## src/rtl/cache_pkg.sv

```systemverilog
// Shared encodings for the MSI snoop path: line states, bus operations,
// snoop FSM state codes and default widths.
package cache_pkg;

  localparam int ADDR_W_DEF = 3;
  localparam int DATA_W_DEF = 4;
  localparam int STAT_W_DEF = 8;

  // MSI line state as stored in the line register; 2'b11 is never legal
  typedef enum logic [1:0] {
    LINE_INVALID  = 2'b00,
    LINE_SHARED   = 2'b01,
    LINE_MODIFIED = 2'b10,
    LINE_ILLEGAL  = 2'b11
  } line_state_e;

  // Snoop bus operation codes
  typedef enum logic [1:0] {
    OP_NONE       = 2'b00,
    OP_READ_MISS  = 2'b01,
    OP_WRITE_MISS = 2'b10,
    OP_INVALIDATE = 2'b11
  } bus_op_e;

  // Snoop FSM state codes
  localparam logic [2:0] ST_IDLE      = 3'd0;
  localparam logic [2:0] ST_LOOKUP    = 3'd1;
  localparam logic [2:0] ST_WRITEBACK = 3'd2;
  localparam logic [2:0] ST_UPDATE    = 3'd3;
  localparam logic [2:0] ST_DONE      = 3'd4;

endpackage

```

## src/rtl/sat_counter.sv

```systemverilog
// Saturating up-counter: holds at all-ones instead of wrapping.
module sat_counter #(
  parameter int WIDTH = 8
) (
  input  logic             clock,
  input  logic             reset_n,
  input  logic             inc,
  input  logic             clear,
  output logic [WIDTH-1:0] value
);

  localparam logic [WIDTH-1:0] ONE = WIDTH'(1);
  localparam logic [WIDTH-1:0] MAX = '1;

  logic [WIDTH-1:0] value_q, value_d;

  // Next count: clear wins, otherwise increment unless already saturated
  always_comb begin
    value_d = value_q;
    if (clear) begin
      value_d = '0;
    end else if (inc && (value_q != MAX)) begin
      value_d = value_q + ONE;
    end
  end

  // Counter register
  always_ff @(posedge clock or negedge reset_n) begin
    if (!reset_n) begin
      value_q <= '0;
    end else begin
      value_q <= value_d;
    end
  end

  assign value = value_q;

endmodule

```

## src/rtl/snoop_responder.sv

```systemverilog
// Bus-side snoop controller for a single MSI cache line. Looks up the line
// on each snooped request, writes back Modified data to memory when needed,
// then rewrites the line state through the line write port.
// Optional SNOOP_STATS_EN adds saturating hit/flush counters.
module snoop_responder
  import cache_pkg::*;
#(
  parameter int ADDR_W = ADDR_W_DEF,
  parameter int DATA_W = DATA_W_DEF,
  parameter int STAT_W = STAT_W_DEF
) (
  input  logic              clock,
  input  logic              reset_n,
  input  logic              bus_valid,
  input  logic [1:0]        bus_op,
  input  logic [ADDR_W-1:0] bus_address,
  output logic              bus_ready,
  output logic              bus_done,
  output logic              bus_hit,
  output logic              bus_flush,
  input  logic [1:0]        line_state,
  input  logic [ADDR_W-1:0] line_address,
  input  logic [DATA_W-1:0] line_data,
  output logic              line_write,
  output logic [1:0]        line_state_out,
  output logic [ADDR_W-1:0] line_address_out,
  output logic [DATA_W-1:0] line_data_out,
  output logic              mem_write,
  output logic [ADDR_W-1:0] mem_address,
  output logic [DATA_W-1:0] mem_data,
  input  logic              mem_ack,
`ifdef SNOOP_STATS_EN
  output logic [STAT_W-1:0] stat_hits,
  output logic [STAT_W-1:0] stat_flushes,
`endif
  output logic              proto_error
);

  logic [2:0]        state_q, state_d;
  logic [1:0]        op_q, op_d;
  logic [ADDR_W-1:0] addr_q, addr_d;
  logic [ADDR_W-1:0] line_addr_q, line_addr_d;
  logic [DATA_W-1:0] line_data_q, line_data_d;
  logic [1:0]        new_state_q, new_state_d;
  logic              hit_q, hit_d;
  logic              flush_q, flush_d;
  logic              proto_err_q, proto_err_d;
  logic              line_valid;
  logic              lookup_hit;

  // A stored state of 11 counts as Invalid; only S and M can match
  assign line_valid = (line_state == LINE_SHARED) || (line_state == LINE_MODIFIED);
  assign lookup_hit = line_valid && (line_address == addr_q);

  // FSM next state, request capture, line snapshot and action decision
  always_comb begin
    state_d     = state_q;
    op_d        = op_q;
    addr_d      = addr_q;
    line_addr_d = line_addr_q;
    line_data_d = line_data_q;
    new_state_d = new_state_q;
    hit_d       = hit_q;
    flush_d     = flush_q;
    proto_err_d = proto_err_q;
    case (state_q)
      ST_IDLE: begin
        if (bus_valid) begin
          op_d    = bus_op;
          addr_d  = bus_address;
          state_d = ST_LOOKUP;
        end
      end
      ST_LOOKUP: begin
        line_addr_d = line_address;
        line_data_d = line_data;
        new_state_d = line_valid ? line_state : LINE_INVALID;
        hit_d       = lookup_hit;
        flush_d     = 1'b0;
        state_d     = ST_DONE;
        if (line_state == LINE_ILLEGAL) begin
          proto_err_d = 1'b1;
        end
        if (lookup_hit && (op_q != OP_NONE)) begin
          if (line_state == LINE_SHARED) begin
            if (op_q != OP_READ_MISS) begin
              new_state_d = LINE_INVALID;
              state_d     = ST_UPDATE;
            end
          end else begin
            flush_d     = 1'b1;
            state_d     = ST_WRITEBACK;
            new_state_d = (op_q == OP_READ_MISS) ? LINE_SHARED : LINE_INVALID;
            if (op_q == OP_INVALIDATE) begin
              proto_err_d = 1'b1;
            end
          end
        end
      end
      ST_WRITEBACK: begin
        if (mem_ack) begin
          state_d = ST_UPDATE;
        end
      end
      ST_UPDATE: begin
        state_d = ST_DONE;
      end
      ST_DONE: begin
        state_d = ST_IDLE;
      end
      default: begin
        state_d = ST_IDLE;
      end
    endcase
  end

  // State and captured-value registers; reset clears everything
  always_ff @(posedge clock or negedge reset_n) begin
    if (!reset_n) begin
      state_q     <= ST_IDLE;
      op_q        <= '0;
      addr_q      <= '0;
      line_addr_q <= '0;
      line_data_q <= '0;
      new_state_q <= '0;
      hit_q       <= 1'b0;
      flush_q     <= 1'b0;
      proto_err_q <= 1'b0;
    end else begin
      state_q     <= state_d;
      op_q        <= op_d;
      addr_q      <= addr_d;
      line_addr_q <= line_addr_d;
      line_data_q <= line_data_d;
      new_state_q <= new_state_d;
      hit_q       <= hit_d;
      flush_q     <= flush_d;
      proto_err_q <= proto_err_d;
    end
  end

  // Ready is held low while reset is asserted even though the FSM sits in IDLE
  assign bus_ready        = reset_n && (state_q == ST_IDLE);
  assign bus_done         = (state_q == ST_DONE);
  assign bus_hit          = bus_done && hit_q;
  assign bus_flush        = bus_done && flush_q;
  assign line_write       = (state_q == ST_UPDATE);
  assign line_state_out   = new_state_q;
  assign line_address_out = line_addr_q;
  assign line_data_out    = line_data_q;
  assign mem_write        = (state_q == ST_WRITEBACK);
  assign mem_address      = line_addr_q;
  assign mem_data         = line_data_q;
  assign proto_error      = proto_err_q;

`ifdef SNOOP_STATS_EN
  sat_counter #(.WIDTH(STAT_W)) u_stat_hits (
    .clock   (clock),
    .reset_n (reset_n),
    .inc     (bus_hit),
    .clear   (1'b0),
    .value   (stat_hits)
  );

  sat_counter #(.WIDTH(STAT_W)) u_stat_flushes (
    .clock   (clock),
    .reset_n (reset_n),
    .inc     (bus_flush),
    .clear   (1'b0),
    .value   (stat_flushes)
  );
`endif

endmodule

```

## config.mk

```make
export PLATFORM = sky130hd
export DESIGN_NAME = snoop_responder
export DESIGN_NICKNAME = d
export VERILOG_FILES = /design/src/rtl/cache_pkg.sv /design/src/rtl/sat_counter.sv /design/src/rtl/snoop_responder.sv
export SDC_FILE = /design/constraint.sdc
export NUM_CORES = 1
export LEC_CHECK = 0
export CORE_MARGIN = 5
export CORE_UTILIZATION = 30
export CTS_BUF_LIST = sky130_fd_sc_hd__clkbuf_8 sky130_fd_sc_hd__clkbuf_16
export CTS_CLUSTER_SIZE = 25
export DETAILED_ROUTE_END_ITERATION = 16
export PLACE_DENSITY = 0.68
export SYNTH_ARGS = -nofsm -noshare
export SYNTH_HDL_FRONTEND = slang
export SYNTH_HIERARCHICAL = 1
export SYNTH_SLANG_ARGS = --single-unit
```

## constraint.sdc

```tcl
create_clock -name clock -period 1.75 [get_ports clock]
set_input_delay 0.35 -clock clock [delete_from_list [all_inputs] [get_ports clock]]
set_output_delay 0.35 -clock clock [all_outputs]
set_load 0.005 [all_outputs]
```

# Word level (Yosys, flattened, before mapping)
# Cells that the tools add are included.
[totals] register_bits=20
[op_classes] muxes=17 n_reduce_logical=10 eq_ne=13
[ops] cell="3-bit 2-to-1 mux" count=5
[ops] cell="3-bit case mux with 4 select lines" count=1
[ops] cell="2-bit 2-to-1 mux" count=4
[ops] cell="1-bit 2-to-1 mux" count=7
[ops] cell="2-bit == test, second input constant" count=3
[ops] cell="3-bit by 2-bit == test with 1-bit output, second input constant" count=2
[ops] cell="1-bit logical AND" count=5
[ops] cell="2-bit by 1-bit == test with 1-bit output, second input constant" count=2
[ops] cell="2-bit by 1-bit != test with 1-bit output, second input constant" count=2
[ops] cell="2-bit AND reduction" count=2
[ops] cell="3-bit by 1-bit == test with 1-bit output, second input constant" count=1
[ops] cell="3-bit == test" count=1
[ops] cell="3-bit == test, second input constant" count=1
[ops] cell="3-bit logical NOT" count=1
[ops] cell="2-bit != test, second input constant" count=1
[ops] cell="2-bit nonzero test" count=1
[ops] cell="1-bit logical OR" count=1

# Depth between registers and ports, before layout
[logic_depth] ltp_word=6 ltp_mapped=5

# Worst setup path after synthesis
# Ideal clock, no wire load.
[synth_timing] kind="input port to flip-flop" startpoint="in line_state[0]" endpoint="reg new_state_q[1], in the netlist line_state_out[1]" slack_ns=0.179 arrival_time_ns=1.451 stages=5 required_ns=1.630 setup_time_ns=0.120 cell_sequence="inv_1 -> ha_1 -> nor4_4 -> o21ai_1 -> a31o_1"
[synth_via] elab_chain_cells=6
[synth_rtl] item="start: declaration" line_no="snoop_responder.sv:21" text="input logic [1:0] line_state,"
[synth_rtl] item="2-bit by 1-bit == test with 1-bit output or 2-bit == test (tied branches)" line_no="snoop_responder.sv:52, snoop_responder.sv:85"
[synth_rtl] item="1-bit logical OR" line_no="snoop_responder.sv:52" text="assign line_valid = (line_state == LINE_SHARED) || (line_state == LINE_MODIFIED);"
[synth_rtl] item="2-bit 2-to-1 mux" line_no="snoop_responder.sv:77" text="new_state_d = line_valid ? line_state : LINE_INVALID;"
[synth_rtl] item="2-bit 2-to-1 mux" line_no="snoop_responder.sv:86" text="if (op_q != OP_READ_MISS) begin"
[synth_rtl] item="2-bit 2-to-1 mux" line_no="snoop_responder.sv:85" text="if (line_state == LINE_SHARED) begin"
[synth_rtl] item="2-bit 2-to-1 mux *" line_no="snoop_responder.sv:84" text="if (lookup_hit && (op_q != OP_NONE)) begin"
[synth_rtl] item="end signal: assignment" line_no="snoop_responder.sv:135" text="new_state_q <= new_state_d;"
[synth_rtl] item="end: declaration" line_no="snoop_responder.sv:44" text="logic [1:0] new_state_q, new_state_d;"
# Every way passes the cells marked *; elsewhere a longest branch is shown, timed or not.
# A chain may end at the register's enable or synchronous reset.

# Final worst setup path
[layout_timing] startpoint="reg state_q[0]" endpoint="out bus_hit"
[layout_via] elab_chain_cells=2
[layout_rtl] item="start: declaration" line_no="snoop_responder.sv:39" text="logic [2:0] state_q, state_d;"
[layout_rtl] item="start signal: assignment" line_no="snoop_responder.sv:130" text="state_q <= state_d;"
[layout_rtl] item="3-bit == test" line_no="snoop_responder.sv:144" text="assign bus_done = (state_q == ST_DONE);"
[layout_rtl] item="1-bit logical AND" line_no="snoop_responder.sv:145" text="assign bus_hit = bus_done && hit_q;"
[layout_rtl] item="end: declaration" line_no="snoop_responder.sv:19" text="output logic bus_hit,"
# No other way between the ends.

==> flow_summary.json <==
{
  "status": "finished, final reports clean",
  "synth_cells": 100,
  "p_total_mw": 2.41,
  "core_um2": 3310,
  "hold_violations": 0,
  "slowest_delay_ps": 390,
  "power.leakage_nw": 0.759,
  "startpoint_type": "flop",
  "synth_top_area_frac": 0.494,
  "cts_tree": "done",
  "cpLargestDelayFamily": "flip-flops",
  "rows": 21,
  "n_antenna_cell": 0,
  "syn_area_um2": 1010,
  "hold_path_class": "in2async",
  "synth-seq-area-share": 0.494,
  "clkLatencyLatePin_ps": 260,
  "crit_path_max_fanout": 3,
  "timing.slew.headroom": 0.807,
  "post-synth-top-area-cell": "dfrtp_1",
  "critPathLaunch": "state_q[0]$_DFFE_PN0P_",
  "drt_first_iter_violations": 23,
  "yosysUniqueCellTypes": 28,
  "die_area_um2": 4640,
  "grt_pass1_wl_um": 3890,
  "wl_um": 2550,
  "pin_count": 41,
  "ir_drop_mv": 0.838,
  "worstPathCellList": "buf_4, nor3b_4, and2_1, dlygate4sd2_1",
  "grt_setup_unrepaired": "true",
  "dp_hpwl_um": 1920,
  "clock.fmax_ghz": 0.586,
  "post-route-util": 0.483,
  "hold_buffers": 0,
  "min_period_ps": 1710,
  "place.gp.congestion": 0.787,
  "yosysWarnings": 6,
  "start_util": 0.306,
  "min_period_over_period": 0.975,
  "synth_edf_count": 0,
  "max-cap-violations": 0,
  "required_ps": 1400,
  "cp-end-kind": "output port",
  "grt_max_degree": 21,
  "grt_pass1_vias": 832,
  "cts.sinks": 20,
  "io_buffers": 40,
  "synthTopCellsByCount": "nand2_1, dfrtp_1, buf_4, and2_1, mux2_2",
  "cts_made_buffers": 3,
  "setup_tns_ps": 0,
  "timing.hold.ws_ps": 468,
  "viasPerCell": 4.43,
  "tightestPinTransition_ps": 289,
  "timing.critical_path.buf_inv": 2,
  "first_pass_iters": 4,
  "cts_root_buf": "clkbuf_8",
  "ys_async_sr_fraction": 1.00,
  "fin_worst_skew_ps": 2.02,
  "drive_above_1_share": 0.236,
  "drc": 0,
  "ys_ff_latch": 20,
  "synthTopCellsByArea": "dfrtp_1, nand2_1, mux2_2",
  "cp_slowest_cell": "dfrtp_1",
  "setup_viol": 0,
  "areaGrowthSynthToFinish_pct": 57.8,
  "synthesis.nets": 121,
  "grt_usage": 0.114,
  "synth.most_common_cell": "nand2_1",
  "worstPathArrival_ps": 1360,
  "grt_overflow_total": 0,
  "clock_path_buffers": 2,
  "path_class": "reg2out",
  "synthFlopType": "dfrtp_1",
  "wl_per_cell_um": 13.1,
  "syn_area_per_cell_um2": 10.1,
  "worstReg2RegStart": "state_q[1]$_DFFE_PN0P_",
  "drtAntennaViolNets": 0,
  "antenna_found_initial": 0,
  "htree_levels": 1,
  "vias": 859,
  "p_per_area_nw_per_um2": 1510,
  "nets": 170,
  "slew_viol_final": 0,
  "clk_pin_slew_ps": 70,
  "die_h_um": 68.1,
  "die_w_um": 68.1
}
## cell usage in the layout, fill, tap and decap left out, drive strengths merged, types with 2 or more instances in the layout
cell / Yosys / routed
a211oi: 2 / 2
a21oi: 2 / 2
and2: 6 / 6
buf: 10 / 15
clkbuf: 1 / 6
clkdlybuf4s50: 0 / 34
dfrtp: 20 / 20
dlygate4sd2: 0 / 2
dlymetal6s2s: 0 / 2
ha: 3 / 3
inv: 2 / 2
mux2: 5 / 5
nand2: 26 / 26
nor2: 2 / 2
nor2b: 4 / 4
o21ai: 2 / 2
xor2: 3 / 3
## layer usage
layer,part of all wire,vias to the layer above,GRT usage
met2,0.48,28,0.190
met1,0.43,410,0.136
met5,0,-,0
met4,0.021,0,0.0670
met3,0.068,4,0.0197
li1,-,417,-
## metrics by stage
step / worst slack [ps] / std cells / cell area [µm²]
global route: -42.9 / 194 / 1600
floorplan: 179 / 100 / 1010
CTS: -187 / 190 / 1540
global placement: -242 / 186 / 1480
detailed placement: -310 / 186 / 1480
finish: 44.4 / 194 / 1600
## final cells by class
type	instances	area, µm²
Clock buffer	4	55.1
Tap cell	46	57.6
Sequential cell	20	500
Multi-Input combinational cell	67	468
Timing Repair Buffer	55	509
Fill cell	319	1710
Inverter	2	7.51
## cell families after synthesis
kind of cell	Yosys count	synth area share
AOI/OAI and AO/OA	11	0.0804
xor gates and xnor gates	3	0.0260
adders and majority gates	3	0.0371
buffers and inverters	13	0.0779
DFF	20	0.494
muxes	5	0.0556
and+or+nand+nor	45	0.229
## path summary, 6_finish.rpt
path                                            to  slack (ps)  cells past startpoint
setup / recovery                           bus_hit          40                      4
hold / removal              state_q[0]$_DFFE_PN0P_         470                      2
setup reg to reg             addr_q[1]$_DFFE_PN0P_         250                      4
hold reg to reg            proto_error$_DFFE_PN0P_         480                      2
max in group asynchronous  proto_error$_DFFE_PN0P_        1070                      2
min in group clock         proto_error$_DFFE_PN0P_         480                      2
## report_power, final
group	total [mW]	switching (mW)	leakage, nW	internal, mW
combinational	1.23	0.486	0.484	0.743
clock	0.353	0.153	0.0288	0.200
sequential	0.824	0.158	0.247	0.666
total	2.41	0.797	0.759	1.61
## worst register-to-register path: stages, from the launching register on
cell	delay, ps
dfrtp_1	410
buf_4	180
nor2b_1	150
and2_1	290
mux2_2	360
## registers in the layout, summed over array words and instances, names as in the netlist
name	count
line_data_out	4
addr_q	3
line_address_out	3
state_q	3
line_state_out	2
op_q	2
flush_q	1
hit_q	1
proto_error	1
## timing repair
item,4_1_cts,5_1_grt
resized for setup,7,11
endpoints found under the setup margin,8,3
pin swaps,5,4
setup buffers,0,4
Note: power is estimated with default switching activity, not from simulation.
